==> src/rtl/store_unit.sv <==
`default_nettype none
// +--------------------------------------------------------------------------+
// | store_unit: aligns SB/SH/SW into byte lanes, buffers them in order and   |
// | issues them to the data-memory write port.          Revision: 1.0        |
// +--------------------------------------------------------------------------+
module store_unit #(
   parameter int DEPTH  = 4,
   parameter int ADDR_W = 32,
   parameter int DATA_W = 32
) (
   input  logic              clk,
   input  logic              rst,
   input  logic              st_valid_i,
   output logic              st_ready_o,
   input  logic [2:0]        func3_i,
   input  logic [ADDR_W-1:0] addr_i,
   input  logic [DATA_W-1:0] wdata_i,
   output logic              err_o,
   output logic              empty_o,
   output logic              mem_req_o,
   output logic [ADDR_W-1:0] mem_addr_o,
   output logic [DATA_W-1:0] mem_wdata_o,
   output logic [3:0]        mem_wstrb_o,
   input  logic              mem_ack_i
);

   localparam int PTR_W = $clog2(DEPTH);
   localparam logic [PTR_W:0] CNT_FULL = (PTR_W+1)'(DEPTH);
   localparam logic [PTR_W:0] CNT_ONE  = (PTR_W+1)'(1);

   typedef enum logic [0:0] {
      IDLE = 1'b0,
      REQ  = 1'b1
   } state_t;

   state_t              state_q, state_d;
   logic [PTR_W:0]      count_q, count_d;
   logic [PTR_W-1:0]    wr_ptr_q, wr_ptr_d;
   logic [PTR_W-1:0]    rd_ptr_q, rd_ptr_d;
   logic [PTR_W-1:0]    rd_nxt;
   logic                mem_req_q, mem_req_d;
   logic [ADDR_W-1:0]   mem_addr_q, mem_addr_d;
   logic [DATA_W-1:0]   mem_wdata_q, mem_wdata_d;
   logic [3:0]          mem_wstrb_q, mem_wstrb_d;
   logic                err_q, err_d;

   logic [ADDR_W-3:0]   buf_addr_q [DEPTH];
   logic [DATA_W-1:0]   buf_data_q [DEPTH];
   logic [3:0]          buf_strb_q [DEPTH];

   logic                al_legal;
   logic [3:0]          al_strb;
   logic [DATA_W-1:0]   al_data;
   logic [1:0]          a;
   logic                accept;
   logic                push;
   logic                pop;

   assign a          = addr_i[1:0];
   assign st_ready_o = (count_q < CNT_FULL);
   assign accept     = st_valid_i && st_ready_o;
   assign push       = accept && al_legal;
   assign pop        = (state_q == REQ) && mem_ack_i;
   assign rd_nxt     = rd_ptr_q + 1'b1;

   always_comb begin
      al_legal = 1'b0;
      al_strb  = 4'b0000;
      al_data  = wdata_i;
      case (func3_i)
         3'b000: begin
            al_legal = 1'b1;
            al_strb  = 4'b0001 << a;
            al_data  = {4{wdata_i[7:0]}};
         end
         3'b001: begin
            al_legal = ~a[0];
            al_strb  = a[1] ? 4'b1100 : 4'b0011;
            al_data  = {2{wdata_i[15:0]}};
         end
         3'b010: begin
            al_legal = (a == 2'b00);
            al_strb  = 4'b1111;
         end
         default: ;
      endcase
   end

   always_comb begin
      state_d     = state_q;
      mem_req_d   = mem_req_q;
      mem_addr_d  = mem_addr_q;
      mem_wdata_d = mem_wdata_q;
      mem_wstrb_d = mem_wstrb_q;
      err_d       = accept && !al_legal;
      wr_ptr_d    = push ? wr_ptr_q + 1'b1 : wr_ptr_q;
      rd_ptr_d    = pop ? rd_nxt : rd_ptr_q;
      case ({push, pop})
         2'b10:   count_d = count_q + 1'b1;
         2'b01:   count_d = count_q - 1'b1;
         default: count_d = count_q;
      endcase

      // The in-flight entry stays at the head until acked; count includes it.
      case (state_q)
         IDLE: begin
            if (count_q != '0) begin
               state_d     = REQ;
               mem_req_d   = 1'b1;
               mem_addr_d  = {buf_addr_q[rd_ptr_q], 2'b00};
               mem_wdata_d = buf_data_q[rd_ptr_q];
               mem_wstrb_d = buf_strb_q[rd_ptr_q];
            end
         end
         REQ: begin
            if (mem_ack_i) begin
               if (count_q > CNT_ONE) begin
                  mem_addr_d  = {buf_addr_q[rd_nxt], 2'b00};
                  mem_wdata_d = buf_data_q[rd_nxt];
                  mem_wstrb_d = buf_strb_q[rd_nxt];
               end else if (push) begin
                  // Sole entry retires while a new one arrives: forward it directly.
                  mem_addr_d  = {addr_i[ADDR_W-1:2], 2'b00};
                  mem_wdata_d = al_data;
                  mem_wstrb_d = al_strb;
               end else begin
                  state_d     = IDLE;
                  mem_req_d   = 1'b0;
                  mem_wstrb_d = 4'b0000;
               end
            end
         end
         default: state_d = IDLE;
      endcase
   end

   always_ff @(posedge clk or posedge rst) begin
      if (rst) begin
         state_q     <= IDLE;
         count_q     <= '0;
         wr_ptr_q    <= '0;
         rd_ptr_q    <= '0;
         mem_req_q   <= 1'b0;
         mem_addr_q  <= '0;
         mem_wdata_q <= '0;
         mem_wstrb_q <= 4'b0000;
         err_q       <= 1'b0;
         for (int i = 0; i < DEPTH; i++) begin
            buf_addr_q[i] <= '0;
            buf_data_q[i] <= '0;
            buf_strb_q[i] <= 4'b0000;
         end
      end else begin
         state_q     <= state_d;
         count_q     <= count_d;
         wr_ptr_q    <= wr_ptr_d;
         rd_ptr_q    <= rd_ptr_d;
         mem_req_q   <= mem_req_d;
         mem_addr_q  <= mem_addr_d;
         mem_wdata_q <= mem_wdata_d;
         mem_wstrb_q <= mem_wstrb_d;
         err_q       <= err_d;
         if (push) begin
            buf_addr_q[wr_ptr_q] <= addr_i[ADDR_W-1:2];
            buf_data_q[wr_ptr_q] <= al_data;
            buf_strb_q[wr_ptr_q] <= al_strb;
         end
      end
   end

   assign empty_o     = (count_q == '0) && (state_q == IDLE);
   assign mem_req_o   = mem_req_q;
   assign mem_addr_o  = mem_addr_q;
   assign mem_wdata_o = mem_wdata_q;
   assign mem_wstrb_o = mem_wstrb_q;
   assign err_o       = err_q;

endmodule
`default_nettype wire

==> config.mk <==
export PLATFORM = sky130hd
export DESIGN_NAME = store_unit
export DESIGN_NICKNAME = d
export VERILOG_FILES = /design/src/rtl/store_unit.sv
export SDC_FILE = /design/constraint.sdc
export NUM_CORES = 1
export LEC_CHECK = 0
export ABC_CLOCK_PERIOD_IN_PS = 12200
export CAP_MARGIN = 15
export CORE_UTILIZATION = 45
export CTS_CLUSTER_SIZE = 40
export DETAILED_ROUTE_END_ITERATION = 16
export MAX_ROUTING_LAYER = met4
export PLACE_DENSITY = 0.71
export REMOVE_ABC_BUFFERS = 1
export SYNTH_ARGS = -nofsm -noshare
export SYNTH_HDL_FRONTEND = slang
export SYNTH_SLANG_ARGS = --single-unit
==> constraint.sdc <==
create_clock -name clk -period 12.2 [get_ports clk]
set_input_delay 1.83 -clock clk [delete_from_list [all_inputs] [get_ports clk]]
set_output_delay 1.83 -clock clk [all_outputs]
set_load 0.01 [all_outputs]
-- Word-level counts from Yosys, hierarchy flattened
Index checks and enable logic that the tools add are counted.
- register bits after elaboration: 342
- input port bits: 71
- output and inout bits: 72
- add/subtract/negate cells: 4
- $lt $le $gt $ge: 6
- eq/ne operators: 9
- shift-type cells: 1
- mux-type cells: 57
- bitwise gates (word level): 5
- reductions and logical operators: 15
- operators by type and width (operator ; count):
    2-to-1 mux 32 bit ; 13
    case mux 32 bit (2 select lines) ; 3
    2-to-1 mux 30 bit ; 5
    binary-select mux 32 bit (select 2 bit) ; 2
    bitwise mux 128 bit ; 1
    binary-select mux 30 bit (select 2 bit) ; 2
    bitwise mux 120 bit ; 1
    demux 32 bit (select 2 bit) ; 1
    demux 30 bit (select 2 bit) ; 1
    2-to-1 mux 4 bit ; 10
    binary-select mux 4 bit (select 2 bit) ; 2
    bitwise mux 16 bit ; 1
    case mux 4 bit (3 select lines) ; 1
    >= comparator 3 bit, second input constant ; 3
    NOT 2 -> 3 bit ; 3
    demux 4 bit (select 2 bit) ; 1
    2-to-1 mux 1 bit ; 8
    != test 2 bit, second input constant ; 4
    case mux 4 bit (2 select lines) ; 1
    logical AND 1 bit ; 6
    logical NOT 3 bit ; 2
    case mux 3 bit (2 select lines) ; 1
    adder 2 x 1 -> 2 bit, second input constant ; 2
    case mux 1 bit (2 select lines) ; 2
    20 further kinds ; 21

-- Logic depth before layout (Yosys ltp)
Gate-level depths: netlist of the first run.
- depth after elaboration: 8
- gate-level depth with buffers: 9

-- Worst setup path before layout of the first run
No wires, ideal clock.
- path kind: input to register
- from: input func3_i[1]
- to: register mem_wdata_q[16] (netlist: mem_wdata_o[16])
- library setup time: 0.125 ns
- arrival time: 3.264 ns
- path slack: 8.811 ns
- stages: 6
- path buffers: 2
- cell sequence: buf_2 > nor2_2 > buf_4 > mux2i_1 > o221ai_1 > mux2_2
- longest elaborated chain between the ends: 6
- elaborated cells on any way between the ends: 12
- ends and longest elaborated chain (element ; RTL line ; source):
    from (decl) ; 15 ; input logic [2:0] func3_i,
    == test 3 x 1 -> 1 bit or logical NOT 3 bit (tied branches) ; 70 ; case (func3_i)
    case mux 32 bit (2 select lines) ; 70 ;
    2-to-1 mux 32 bit ; 121 ; end else if (push) begin
    2-to-1 mux 32 bit ; 117 ; if (count_q > CNT_ONE) begin
    2-to-1 mux 32 bit ; 116 ; if (mem_ack_i) begin
    case mux 32 bit (2 select lines) ; 105 ; case (state_q)
    to (signal assigned) ; 160 ; mem_wdata_q <= mem_wdata_d;
    to (decl) ; 43 ; logic [DATA_W-1:0] mem_wdata_q, mem_wdata_d;
Several ways; a longest one is shown, not always the timed one. The select of a mux whose other input is x is not followed.
A chain may end at the register's enable or synchronous reset.

-- Worst setup path in the final report of the first run
- from: input func3_i[0]
- to: register mem_addr_q[25] (netlist: mem_addr_o[25])
- longest elaborated chain between the ends: 5
- elaborated cells on any way between the ends: 7
- ends and longest elaborated chain (element ; RTL line ; source):
    == test 3 x 2 -> 1 bit (tied with other cells) ; 70 ;
    case mux 1 bit (3 select lines) * ; 70 ;
    logical AND 1 bit * ; 62 ; assign push = accept && al_legal;
    != test 3 x 1 -> 1 bit (no source line) * ; - ;
    AND reduction 3 bit (no source line) * ; - ;
    to (signal assigned) ; 159 ; mem_addr_q <= mem_addr_d;
    to (decl) ; 42 ; logic [ADDR_W-1:0] mem_addr_q, mem_addr_d;
Every way passes the cells marked *; elsewhere a longest branch is shown, timed or not.

==> reports/metrics.yaml, run 1 <==
clocking:
  hold_buffers: 0
  cts_sinks: 340
  htreeDepth: 2
  cts_tree: "done"
  clk_pin_slew_worst_paths_ps: 50
  cts_buffers: 39
  clockRootBuffer: "clkbuf_16"
  clockBufferDepth: 3
  cts_resized: 0
  post_cts_buffers: 0
  insertion_delay_ps: 530
floorplan:
  initial_core_util_pct: 45.9
  die_h_um: 199
  dieArea_sq_mm: 0.0395
  pin_count: 143
  row_count: 71
  die_x_um: 199
  core_sq_mm: 0.0379
power:
  p_per_area_mw_per_mm2: 277
  vdd_drop_max_mv: 0.121
  total_power_mw: 5.65
  power.leakage_nw: 9.32
routing:
  drt_iter0_drc: 738
  drt-vias-per-instance: 5.91
  wl_per_cell_um: 21.2
  final_antenna_net_count: 0
  drtPass1Iterations: 5
  drc: 0
  vias: 12225
  totalWireLength_um: 43800
global_routing:
  grt_util_all_layers_pct: 23.2
  grt_pass1_vias: 12286
  grt_pass1_wl_um: 69100
  overflow: 0
  antenna_found_initial: 0
  grt_max_degree: 128
sta:
  slew_viol_final: 0
  rsz0062_at_grt: "false"
  period_share_pct: 40.0
  hold_viol: 0
  setup-tns-final_ps: 0
  tightest_slew_ps: 1220
  fmax_mhz: 205
  slew_headroom_pct: 18.9
  setup_viol: 0
  period_minus_slack_ps: 4890
  fin_worst_skew_ps: 17.8
layout:
  fillers: 3262
  final_nets: 1609
  final_common_cell: "dfrtp_1"
  n_antenna_cell: 0
  fin_cells: 2067
  most-common-layout-cells: "338 x dfrtp_1, 261 x mux2i_1, 192 x mux2_2"
  post_route_cells_drive_above_1_share_pct: 19.9
  postLayoutCoreUtil_pct: 53.7
  final_cell_area_sq_mm: 0.0204
  synthToLayoutAreaGrowth_pct: 16.9
yosys:
  synth_edf_count: 0
  synth_seq_cells: 340
  async_reset_ff_share_pct: 100
  yosys.cell_types.count: 50
  yosysSeqAreaShare_pct: 48.8
  syn_avg_cell_area_sq_um: 12.1
  synthFlopType: "dfrtp_1"
  yosys_warnings: 0
  syn_area_sq_mm: 0.0174
  synthCells: 1442
setup_path:
  critPathLaunchType: "primary input"
  crit_type: "primary input to flop"
  cp.arrival_ps: 5280
  cp.required_ps: 12600
  worstPathMaxFanout: 44
  end_kind: "flop"
place:
  place_area_sq_mm: 0.0190
  placed_cells: 1999
  dpl.hpwl_um: 25600
  portBuffers: 140
  gp_congestion: 0.780
worst_hold_path:
  holdCritPathClass: "flop to flop"
run:
  drv_cap: 0
run_status:
  outcome: "finished clean"
==> power breakdown <==
part / internal (mW) / leakage [nW] / switching [mW]
logic: 1.24 / 4.27 / 1.18
registers: 1.63 / 4.40 / 0.392
clock network: 0.752 / 0.647 / 0.460
total: 3.62 / 9.32 / 2.03
==> flip-flops by register name, indices dropped and copies added, names as in the netlist <==
name         count
mem_wdata_o     32
mem_addr_o      30
count_q          3
wr_ptr_q         2
mem_req_o        1
buf_addr_q     120
buf_data_q     128
state_q          1
err_o            1
mem_wstrb_o      4
rd_ptr_q         2
buf_strb_q      16
==> final timing paths <==
path                                 from  slack (ps)         endpoint  cells past startpoint
max                            func3_i[0]        7310   mem_addr_o[25]                      6
min                        buf_data_q[95]         480   buf_data_q[95]                      2
max reg2reg                   rd_ptr_q[1]        8340   mem_wdata_o[5]                      6
min reg2reg                buf_data_q[95]         480   buf_data_q[95]                      2
max in group asynchronous             rst        8700      rd_ptr_q[1]                      3
min in group asynchronous             rst        1900  buf_addr_q[113]                      2
==> stage by stage <==
step / setup slack (ps) / hold WS [ps]
5_1_grt: 7190 / 499
3_5_place_dp: 6790 / 470
2_1_floorplan: 947 / 449
6_report: 7310 / 478
4_1_cts: 7330 / 482
3_3_place_gp: 6830 / 461
==> cell usage after synthesis, types with 5 or more instances <==
| library cell | n | area (sq um) |
|---|---|---|
| ha_1 | 9 | 113 |
| o21ai_0 | 115 | 576 |
| or3_1 | 15 | 93.8 |
| xnor2_1 | 6 | 52.6 |
| o22ai_1 | 41 | 257 |
| inv_1 | 32 | 120 |
| a221o_1 | 24 | 240 |
| buf_2 | 68 | 340 |
| a22oi_1 | 14 | 105 |
| dfrtp_1 | 340 | 8510 |
| a21oi_1 | 5 | 25.0 |
| mux2_2 | 192 | 2160 |
| buf_4 | 28 | 210 |
| clkbuf_1 | 22 | 82.6 |
| mux4_2 | 18 | 405 |
| o221ai_1 | 11 | 96.3 |
| nand2_1 | 114 | 428 |
| o211ai_1 | 26 | 195 |
| a211oi_1 | 21 | 158 |
| mux2i_1 | 261 | 2610 |
| a2bb2oi_1 | 30 | 263 |
==> critical path, stage by stage <==
cell	delay (ps)
clkdlybuf4s50_1	920
a21oi_2	510
o21ai_2	140
a21oi_4	720
buf_4	730
mux2_2	410
==> cell families (layout without fill, tap and decap cells) <==
family	Yosys count	after routing	synth area share (%)
mux	472	472	29.8
buf+inv	152	265	4.39
xor+xnor	6	6	0.302
compound gates	307	307	12.0
fa+ha+maj	9	9	0.646
other cells	1	2	0.0215
flops	340	340	48.8
simple gates	155	155	4.02
==> layout make-up <==
type	instances	area [sq um]	area share, %
Inverter	32	128	0.627
Tap cell	511	639	3.14
Sequential cell	340	8520	41.8
Clock inverter	9	185	0.909
Multi-Input combinational cell	951	8170	40.1
Clock buffer	59	1140	5.61
Timing Repair Buffer	165	1590	7.80
==> layer usage <==
layer | vias to the layer above | GRT usage, % | wire length [um] | share of wire (%)
met3 | 74 | 3.42 | 2380 | 5.4
met4 | 0 | 6.30 | 1000 | 2.3
met1 | 6285 | 31.7 | 20000 | 46
li1 | 5518 | - | - | -
met5 | - | - | 0 | 0
met2 | 348 | 35.9 | 20500 | 47
No activity file was read; power rests on OpenSTA's default activity.
==> run 2, diff against run 1 <==
--- a/config.mk
+++ b/config.mk
@@ -5,7 +5,7 @@
 export SDC_FILE = /design/constraint.sdc
 export NUM_CORES = 1
 export LEC_CHECK = 0
-export ABC_CLOCK_PERIOD_IN_PS = 12200
+export ABC_CLOCK_PERIOD_IN_PS = 5100
 export CAP_MARGIN = 15
 export CORE_UTILIZATION = 45
 export CTS_CLUSTER_SIZE = 40
==> constraint.sdc (replaced) <==
create_clock -name clk -period 5.1 [get_ports clk]
set_input_delay 0.765 -clock clk [delete_from_list [all_inputs] [get_ports clk]]
set_output_delay 0.765 -clock clk [all_outputs]
set_load 0.01 [all_outputs]
==> run 2 against run 1 <==
  * Clock skew is 2.1 ps lower
  * Critical path depth stayed put
  * Combinational power is 140% higher
  * Hold slack hardly changed
  * Utilization is 0.24 points lower
  * Clock-buffer cell count is 7 lower
  * Power is 130% higher
  * Cell count is 0.34% lower
  * Sequential cell count stayed put
  * First-iteration DRC count is 0.81% lower
==> reports/metrics.yaml, run 2 (synthesis gave the netlist of run 1 again) <==
layout:
  fin_cells: 2060
  postLayoutCoreUtil_pct: 53.5
  fillers: 3184
  final_nets: 1606
  register_area_sq_mm: 0.00852
  regMostFlops: "buf_data_q"
  largest_register_ffs: 128
  most-common-layout-cells: "338 x dfrtp_1, 261 x mux2i_1, 192 x mux2_2"
  final_common_cell: "dfrtp_1"
  post_route_cells_drive_above_1_share_pct: 20.0
  synthToLayoutAreaGrowth_pct: 16.3
  multiInputGateArea_sq_mm: 0.00817
floorplan:
  core_sq_mm: 0.0379
  pin_count: 143
  dieArea_sq_mm: 0.0395
  die_h_um: 199
  row_count: 71
  die_x_um: 199
  initial_core_util_pct: 45.9
place:
  gp_congestion: 0.780
  dpl.hpwl_um: 25600
  placed_cells: 1998
  dpl_worst_slack_ps: 1360
  portBuffers: 140
clocking:
  cts_tree: "done"
  hold_buffers: 0
  clk_pin_slew_worst_paths_ps: 60
  htreeDepth: 2
  post_cts_buffers: 0
  cts_resized: 0
  cts_buffers: 37
  clockBufferDepth: 3
  insertion_delay_ps: 530
  clockRootBuffer: "clkbuf_16"
  cts_sinks: 340
power:
  vdd_drop_max_mv: 0.334
  switching_share_pct: 36.4
  p_switching_mw: 4.78
  p_per_area_mw_per_mm2: 647
  comb_power_share_pct: 44.2
  p_clk_share_pct: 19.2
  total_power_mw: 13.1
  pwr-share-seq_pct: 36.7
  p_int_mw: 8.35
  power.leakage_nw: 9.28
run_status:
  outcome: "finished clean"
setup_path:
  reg2reg_from: "count_q[1]"
  r2r_end: "mem_addr_o[21]"
  critPathLaunchType: "primary input"
  rrSetupSlack_ps: 2040
  worstPathMaxFanout: 34
  cp.required_ps: 5490
  cp.arrival_ps: 3670
  reg2reg_depth: 7
  end_kind: "flop"
  crit_type: "primary input to flop"
  crit_end: "mem_addr_o[21]"
  startpoint: "func3_i[0]"
sta:
  tightest_slew_ps: 1210
  hold_viol: 0
  setup_viol: 0
  slew_headroom_pct: 19.6
  fmax_mhz: 305
  fin_worst_skew_ps: 15.7
  rsz0062_at_grt: "false"
  period_share_pct: 64.3
  slew_viol_final: 0
  period_minus_slack_ps: 3280
  finalWorstSetupSlack_ps: 1820
routing:
  drt-vias-per-instance: 5.86
  final_antenna_net_count: 0
  totalWireLength_um: 43500
  wl_per_cell_um: 21.1
  drtPass1Iterations: 5
  vias: 12063
  drt_iter0_drc: 732
  drc: 0
global_routing:
  grt_pass1_wl_um: 68800
  grt_max_degree: 139
  antenna_found_initial: 1
  overflow: 0
  grt_pass1_vias: 12427
  grt_util_all_layers_pct: 23.0
run:
  drv_cap: 0
worst_hold_path:
  holdCritPathClass: "flop to flop"
==> run 2: worst max-delay path, cell delays in order <==
cell and delay (ps):
clkdlybuf4s50_1 990, a21oi_2 550, o21ai_2 210, a21oi_4 170, buf_4 520, mux2_2 400
==> run 2: through the flow <==
step	hold slack, ps	setup TNS [ps]	instance area (sq um)
6_report	478	0	20300
3_5_place_dp	467	0	19100
3_3_place_gp	461	0	19100
4_1_cts	480	0	20300
5_1_grt	486	0	20300
2_1_floorplan	449	-1851570	16800
==> run 2: area by class of cell <==
| type | instances | share of cell area (%) |
|---|---|---|
| Tap cell | 511 | 3.15 |
| Clock buffer | 52 | 5.34 |
| Multi-Input combinational cell | 951 | 40.3 |
| Sequential cell | 340 | 42.0 |
| Clock inverter | 9 | 0.222 |
| Timing Repair Buffer | 164 | 8.36 |
| Antenna cell | 1 | 0.0123 |
| Inverter | 32 | 0.629 |
==> run 2: power groups by stage <==
stage	logic (mW)	registers [mW]	clock network, mW
2_1_floorplan	4.10	4.97	0
3_3_place_gp	5.64	4.78	0
3_5_place_dp	5.80	4.85	0
4_1_cts	5.83	4.81	2.57
5_1_grt	6.29	4.97	2.68
6_report	5.80	4.81	2.52
==> run 2: worst min path at each step <==
stage                               from              to  cells after the start
after floorplan           buf_data_q[72]  buf_data_q[72]                      2
after global placement    buf_data_q[31]  buf_data_q[31]                      2
after detailed placement       mem_req_o       mem_req_o                      1
after CTS                      mem_req_o       mem_req_o                      1
after global routing           mem_req_o       mem_req_o                      1
final                          mem_req_o       mem_req_o                      1
==> run 2: metal layers <==
metal | track usage [%] | wire [um] | up-vias | part of all wire [%]
met5 | - | 0 | - | 0
met4 | 5.81 | 831 | 0 | 1.9
met3 | 4.48 | 2830 | 68 | 6.5
met2 | 36.6 | 20500 | 338 | 47
met1 | 30.2 | 19300 | 6139 | 44
li1 | - | - | 5518 | -
